### config.mk
export PLATFORM = sky130hd
export DESIGN_NAME = hsv_core_issue_token
export DESIGN_NICKNAME = d
export VERILOG_FILES = /design/src/rtl/hsv_core_pkg.sv /design/src/rtl/hsv_core_issue_scoreboard.sv /design/src/rtl/hsv_core_issue_token.sv
export SDC_FILE = /design/constraint.sdc
export NUM_CORES = 1
export LEC_CHECK = 0
export CAP_MARGIN = 0
export CORE_MARGIN = 4
export CORE_UTILIZATION = 25
export CTS_BUF_LIST = sky130_fd_sc_hd__clkbuf_8
export DETAILED_ROUTE_END_ITERATION = 10
export GPL_TIMING_DRIVEN = 0
export HOLD_SLACK_MARGIN = 0.03
export PLACE_DENSITY_LB_ADDON = 0.1
export SLEW_MARGIN = 20
export SYNTH_ARGS = -nofsm -noshare
export SYNTH_HDL_FRONTEND = slang
export SYNTH_HIERARCHICAL = 1
export SYNTH_SLANG_ARGS = --single-unit
### constraint.sdc
create_clock -name clk_core -period 3.83 [get_ports clk_core]
set_input_delay 1.149 -clock clk_core [delete_from_list [all_inputs] [get_ports clk_core]]
set_output_delay 1.149 -clock clk_core [all_outputs]
set_load 0.03 [all_outputs]
### src/rtl/hsv_core_pkg.sv
// Shared issue/commit types: token, register masks and the per-instruction records.
// COMMON_DATA_T is shared with the commit stage so tokens and rd info line up.
package hsv_core_pkg;

   localparam int TOKEN_W  = 4;
   localparam int NUM_REGS = 32;

   typedef logic [TOKEN_W-1:0]          insn_token;
   typedef logic [NUM_REGS-1:0]         reg_mask;
   typedef logic [$clog2(NUM_REGS)-1:0] reg_addr;

   typedef struct packed {
      insn_token token;
      reg_addr   rd_addr;
      reg_mask   rd_mask;
   } common_data_t;

   typedef struct packed {
      common_data_t common;
      reg_mask      rs1_mask;
      reg_mask      rs2_mask;
      logic [31:0]  payload;
   } issue_data_t;

   // Issue input has the same layout; its token field is ignored and overwritten.
   typedef issue_data_t issue_insn_t;

   function automatic reg_mask insn_src_mask(input issue_insn_t insn);
      return insn.rs1_mask | insn.rs2_mask | insn.common.rd_mask;
   endfunction

endpackage

### src/rtl/hsv_core_issue_scoreboard.sv
// In-flight destination register scoreboard; hazard is combinational, pending updates in 1 cycle.
// HSV_ISSUE_COMMIT_BYPASS_EN lets same-cycle commit_mask clear hazards (commit-to-ready path).
module hsv_core_issue_scoreboard
   import hsv_core_pkg::*;
(
   input  logic    clk_core,
   input  logic    rst_core_n,
   input  logic    flush_req,
   input  logic    fire,
   input  reg_mask src_mask,
   input  reg_mask rd_mask,
   input  reg_mask commit_mask,
   output logic    hazard,
   output reg_mask pending_mask
);

   reg_mask busy;

   always_comb begin
`ifdef HSV_ISSUE_COMMIT_BYPASS_EN
      busy = pending_mask & ~commit_mask;
`else
      busy = pending_mask;
`endif
   end

   assign hazard = |(src_mask & busy);

   // New writer wins over a same-cycle release of the same register; x0 never tracked.
   always_ff @(posedge clk_core or negedge rst_core_n) begin
      if (!rst_core_n) begin
         pending_mask <= '0;
      end else if (flush_req) begin
         pending_mask <= '0;
      end else begin
         pending_mask <= (pending_mask & ~commit_mask)
                       | (fire ? (rd_mask & ~reg_mask'(1)) : '0);
      end
   end

endmodule

### src/rtl/hsv_core_issue_token.sv
// Issue token stamper: 1-cycle output register, stalls on RAW/WAW, full in-flight window or flush.
// Output held while out_ready_i is low; optional HSV_ISSUE_COMMIT_BYPASS_EN hazard bypass.
module hsv_core_issue_token
   import hsv_core_pkg::*;
#(
   parameter int MAX_INFLIGHT = 8
)
(
   input  logic        clk_core,
   input  logic        rst_core_n,
   input  logic        flush_req,
   output logic        flush_ack,
   input  issue_insn_t in_data,
   input  logic        in_valid_i,
   output logic        in_ready_o,
   output issue_data_t out_data,
   output logic        out_valid_o,
   input  logic        out_ready_i,
   input  reg_mask     commit_mask,
   input  logic        ctrl_commit,
   output reg_mask     pending_mask
);

   localparam int CNT_W = $clog2(MAX_INFLIGHT + 1);
   localparam logic [CNT_W-1:0] MAX_CNT = CNT_W'(MAX_INFLIGHT);

   if (MAX_INFLIGHT < 1 || MAX_INFLIGHT >= (1 << TOKEN_W)) begin : g_bad_cfg
      $error("MAX_INFLIGHT must be in [1, 2**TOKEN_W)");
   end

   insn_token        token;
   logic [CNT_W-1:0] inflight;
   logic [CNT_W-1:0] inflight_nxt;
   logic             hazard;
   logic             fire;
   issue_data_t      stamped;

   hsv_core_issue_scoreboard u_scoreboard (
      .clk_core     (clk_core),
      .rst_core_n   (rst_core_n),
      .flush_req    (flush_req),
      .fire         (fire),
      .src_mask     (insn_src_mask(in_data)),
      .rd_mask      (in_data.common.rd_mask),
      .commit_mask  (commit_mask),
      .hazard       (hazard),
      .pending_mask (pending_mask)
   );

   assign in_ready_o = !flush_req && !flush_ack && !hazard && (inflight < MAX_CNT)
                       && (!out_valid_o || out_ready_i);
   assign fire       = in_valid_i && in_ready_o;

   always_comb begin
      stamped              = in_data;
      stamped.common.token = token;
   end

   // A commit seen with nothing in flight is ignored so the count cannot underflow.
   always_comb begin
      inflight_nxt = inflight;
      if (fire) begin
         inflight_nxt = inflight_nxt + CNT_W'(1);
      end
      if (ctrl_commit && inflight != '0) begin
         inflight_nxt = inflight_nxt - CNT_W'(1);
      end
   end

   always_ff @(posedge clk_core or negedge rst_core_n) begin
      if (!rst_core_n) begin
         flush_ack   <= 1'b1;
         token       <= '0;
         inflight    <= '0;
         out_valid_o <= 1'b0;
         out_data    <= '0;
      end else begin
         flush_ack <= flush_req;
         if (flush_req) begin
            inflight    <= '0;
            out_valid_o <= 1'b0;
         end else begin
            inflight <= inflight_nxt;
            if (fire) begin
               out_valid_o <= 1'b1;
               out_data    <= stamped;
            end else if (out_ready_i) begin
               out_valid_o <= 1'b0;
            end
         end
         // Token restarts on the falling edge of the flush handshake, in step with commit.
         if (flush_ack && !flush_req) begin
            token <= '0;
         end else if (fire) begin
            token <= token + insn_token'(1);
         end
      end
   end

   a_commit_underflow: assert property (@(posedge clk_core) disable iff (!rst_core_n)
      !(ctrl_commit && !flush_req && inflight == '0));

endmodule

==> results.py <==
metrics = {
    "outcome": {
        "status": "finished, violations left",
        "failed_checks": "negative setup slack",
    },
    "die": {
        "coreArea_um2": 28900,
        "start_util": 0.255,
        "fp.dieH_um": 179,
        "ios": 347,
        "row_count": 62,
        "die_area_um2": 32200,
        "die_w_um": 179,
    },
    "timing": {
        "max_freq_ghz": 0.232,
        "fin_crit_sh": 1.13,
        "post-route-min-period_ps": 4320,
        "rsz0062_at_grt": "yes",
        "slew_headroom": 0.518,
        "skew_ps": 22.9,
        "hold_slack_ps": 481,
        "hold_violations": 0,
        "setup_viol": 1,
        "worstMarginPinSlew_ps": 720,
        "finalWorstSetupSlack_ps": -487,
        "finalMaxSlewViolations": 0,
    },
    "cells_and_area": {
        "final_cell_mix": "nand2_1 (448), clkdlybuf4s50_1 (244), dfrtp_1 (178), a21oi_1 (33), buf_2 (31)",
        "fin_util": 0.411,
        "drive_above_1_share": 0.141,
        "nets": 1372,
        "syn_to_final_growth_pct": 61.4,
        "final_common_cell": "nand2_1",
    },
    "clock_tree": {
        "path_clk_slew_ps": 100,
        "clock_sinks": 179,
        "htree_levels": 4,
        "root_buffer": "clkbuf_8",
        "clockBufferDepth": 2,
        "numCtsBuffers": 17,
        "clkLatencyLatePin_ps": 470,
        "cts_tree": "yes",
    },
    "min_path": {
        "hold-path-endpoint": "out_data[93]$_DFFE_PN0P_",
        "hold_depth": 2,
        "hold_start": "out_data[93]$_DFFE_PN0P_",
        "hold_class": "register to register",
    },
    "critical_path": {
        "reg2reg_from": "u_scoreboard/pending_mask[0]$_DFF_PN0_",
        "cp-end-kind": "primary output",
        "critPathBufInv": 2,
        "cp_top_family": "simple AND/OR/NAND/NOR gates",
        "cpMaxStageDelayCell": "or4_4",
        "ff2ff_setup_slack_ps": 800,
        "cp.required_ps": 2680,
        "crit_fanout": 2,
        "worstPathCellList": "dlygate4sd2_1 -> or3_4 -> a22oi_2 -> nand4_1 -> or4_4 -> nor4_4 -> and2_4 -> buf_6",
        "reg2reg_to": "inflight[2]$_DFF_PN0_",
        "r2r_cells": 14,
        "critPathLaunchType": "input pin",
        "critPathKind": "input pin to primary output",
        "worstPathArrival_ps": 3170,
        "startpoint": "in_data[37]",
        "cp_slowest_stage_delay_ps": 540,
    },
    "pwr": {
        "pwr-share-comb": 0.499,
        "seqPwrFrac": 0.348,
        "clkPwrFrac": 0.153,
        "worst_ir_drop_vdd_mv": 0.361,
        "p_switching_uw": 3760,
        "power_leakage_uw": 0.00559,
        "power.total_uw": 8590,
        "intPower_uw": 4840,
        "powerDensity_nw_per_um2": 725,
        "switching_share": 0.437,
    },
    "routing": {
        "ant_nets": 0,
        "via_per_inst": 4.34,
        "wl_um": 30400,
        "wire_per_inst_um": 19.1,
        "vias": 6904,
        "drtIter0Drc": 301,
        "drc": 0,
        "drt-pass1-iter-count": 4,
    },
    "global_route": {
        "first_global_vias": 7026,
        "grt_max_degree": 84,
        "grt-ovfl-total": 0,
        "grtUsageTotal": 0.187,
        "grt_pass1_wl_um": 46200,
        "antenna_found_initial": 1,
    },
    "logic_synthesis": {
        "ys_types": 35,
        "ys_seq_area_frac": 0.610,
        "syn_avg_cell_area_um2": 8.96,
        "ys_warn_count": 6,
        "synthCells": 820,
        "syn_nets": 999,
        "syn_area_um2": 7350,
        "yosys_register_bits": 179,
    },
    "placed_design": {
        "place.gp.congestion": 0.796,
        "hpwl_um": 23300,
        "io_buffers": 342,
        "pre_cts_ws_ps": -1660,
    },
    "run": {
        "cap_viol_max_count": 0,
    },
}
==> cell usage after synthesis, drive strengths merged <==
library cell,count,area share
nand2,448,0.23
dfrtp,178,0.61
a21oi,33,0.022
or3,32,0.027
nand2b,30,0.026
buf,18,0.012
clkbuf,18,0.0092
a22oi,16,0.018
nand4,5,0.0043
nor2,5,0.0026
ha,4,0.0068
xnor2,4,0.0048
xor2,4,0.0048
inv,3,0.0015
nor3b,3,0.0031
mux2i,2,0.0027
nand3,2,0.0020
nor3,2,0.0014
or2b,2,0.0020
a211oi,1,0.0010
a41oi,1,0.0012
and2,1,0.00085
and3,1,0.00085
dfstp,1,0.0036
nor2b,1,0.00085
nor4,1,0.0017
nor4b,1,0.0012
o21ai,1,0.00068
or3b,1,0.0012
or4,1,0.0010
==> worst max path at each step <==
stage | depth (start not counted) | slack [ps] | endpoint
finish | 8 | -490 | in_ready_o
global route | 8 | -550 | in_ready_o
CTS | 8 | -600 | in_ready_o
detailed placement | 8 | -1660 | in_ready_o
global placement | 1 | -6720 | token[2]$_DFFE_PN0P_
floorplan | 6 | -60 | in_ready_o
==> metrics by stage <==
| stage | cell area (um2) | instances | setup TNS (ps) |
|---|---|---|---|
| detailed placement | 11300 | 1548 | -176260 |
| floorplan | 7350 | 820 | -64.6 |
| finish | 11900 | 1591 | -487 |
| global route | 11900 | 1591 | -568 |
| global placement | 11300 | 1546 | -1372120 |
| CTS | 11900 | 1589 | -620 |
==> logic make-up after synthesis <==
kind of cell / Yosys count / share of synthesized area
AOI/OAI and AO/OA: 52 / 0.0431
buffers and inverters: 39 / 0.0232
DFF: 179 / 0.610
xor gates and xnor gates: 8 / 0.00954
muxes: 2 / 0.00273
adders and majority gates: 4 / 0.00681
and+or+nand+nor: 536 / 0.305
==> power by group through the flow <==
stage | Sequential, uW | Clock [uW] | Combinational [uW]
2_1_floorplan | 4330 | 0 | 894
3_3_place_gp | 3000 | 0 | 4250
5_1_grt | 3090 | 1450 | 4570
4_1_cts | 3000 | 1360 | 4330
3_5_place_dp | 3010 | 0 | 4260
6_report | 2990 | 1320 | 4280
==> state kept, by name, summed over array words and instances, names as in the netlist <==
| signal | cells |
|---|---|
| out_data | 137 |
| u_scoreboard/pending_mask | 32 |
| inflight | 4 |
| token | 4 |
| flush_ack | 1 |
| out_valid_o | 1 |
==> final cells by class <==
class,instances,area (um2)
antenna,1,2.50
buffer,36,189
clock buffer,19,262
clock inverter,13,119
fill,2971,17000
inverter,3,13.8
multi-input combinational,602,2960
sequential,179,4480
tap,384,480
timing repair buffer,354,3350
==> what timing repair did <==
action,CTS,global route
gates resized for setup,251,66
hold buffers,0,0
pin swaps,56,35
buffers inserted,9,1
endpoints found under the setup margin,178,137
==> routing by layer <==
metal,wire (um),vias to the layer above,global-route usage
li1,-,3335,-
met5,0,-,0
met1,13600,3323,0.246
met4,286,0,0.0393
met3,1690,13,0.0471
met2,14800,233,0.313
==> worst reg2reg max path: stages (launching register included) <==
cell and delay, ps:
dfrtp_1 420, a22oi_2 240, nand4_1 200, or4_4 600, nor4_4 200, buf_4 180
nand3_4 120, inv_4 100, buf_12 110, xnor2_4 110, ha_2 190, nand3_2 70
xor2_1 160, xnor2_1 130, nor2_1 50
No activity file was read; power rests on OpenSTA's default activity.
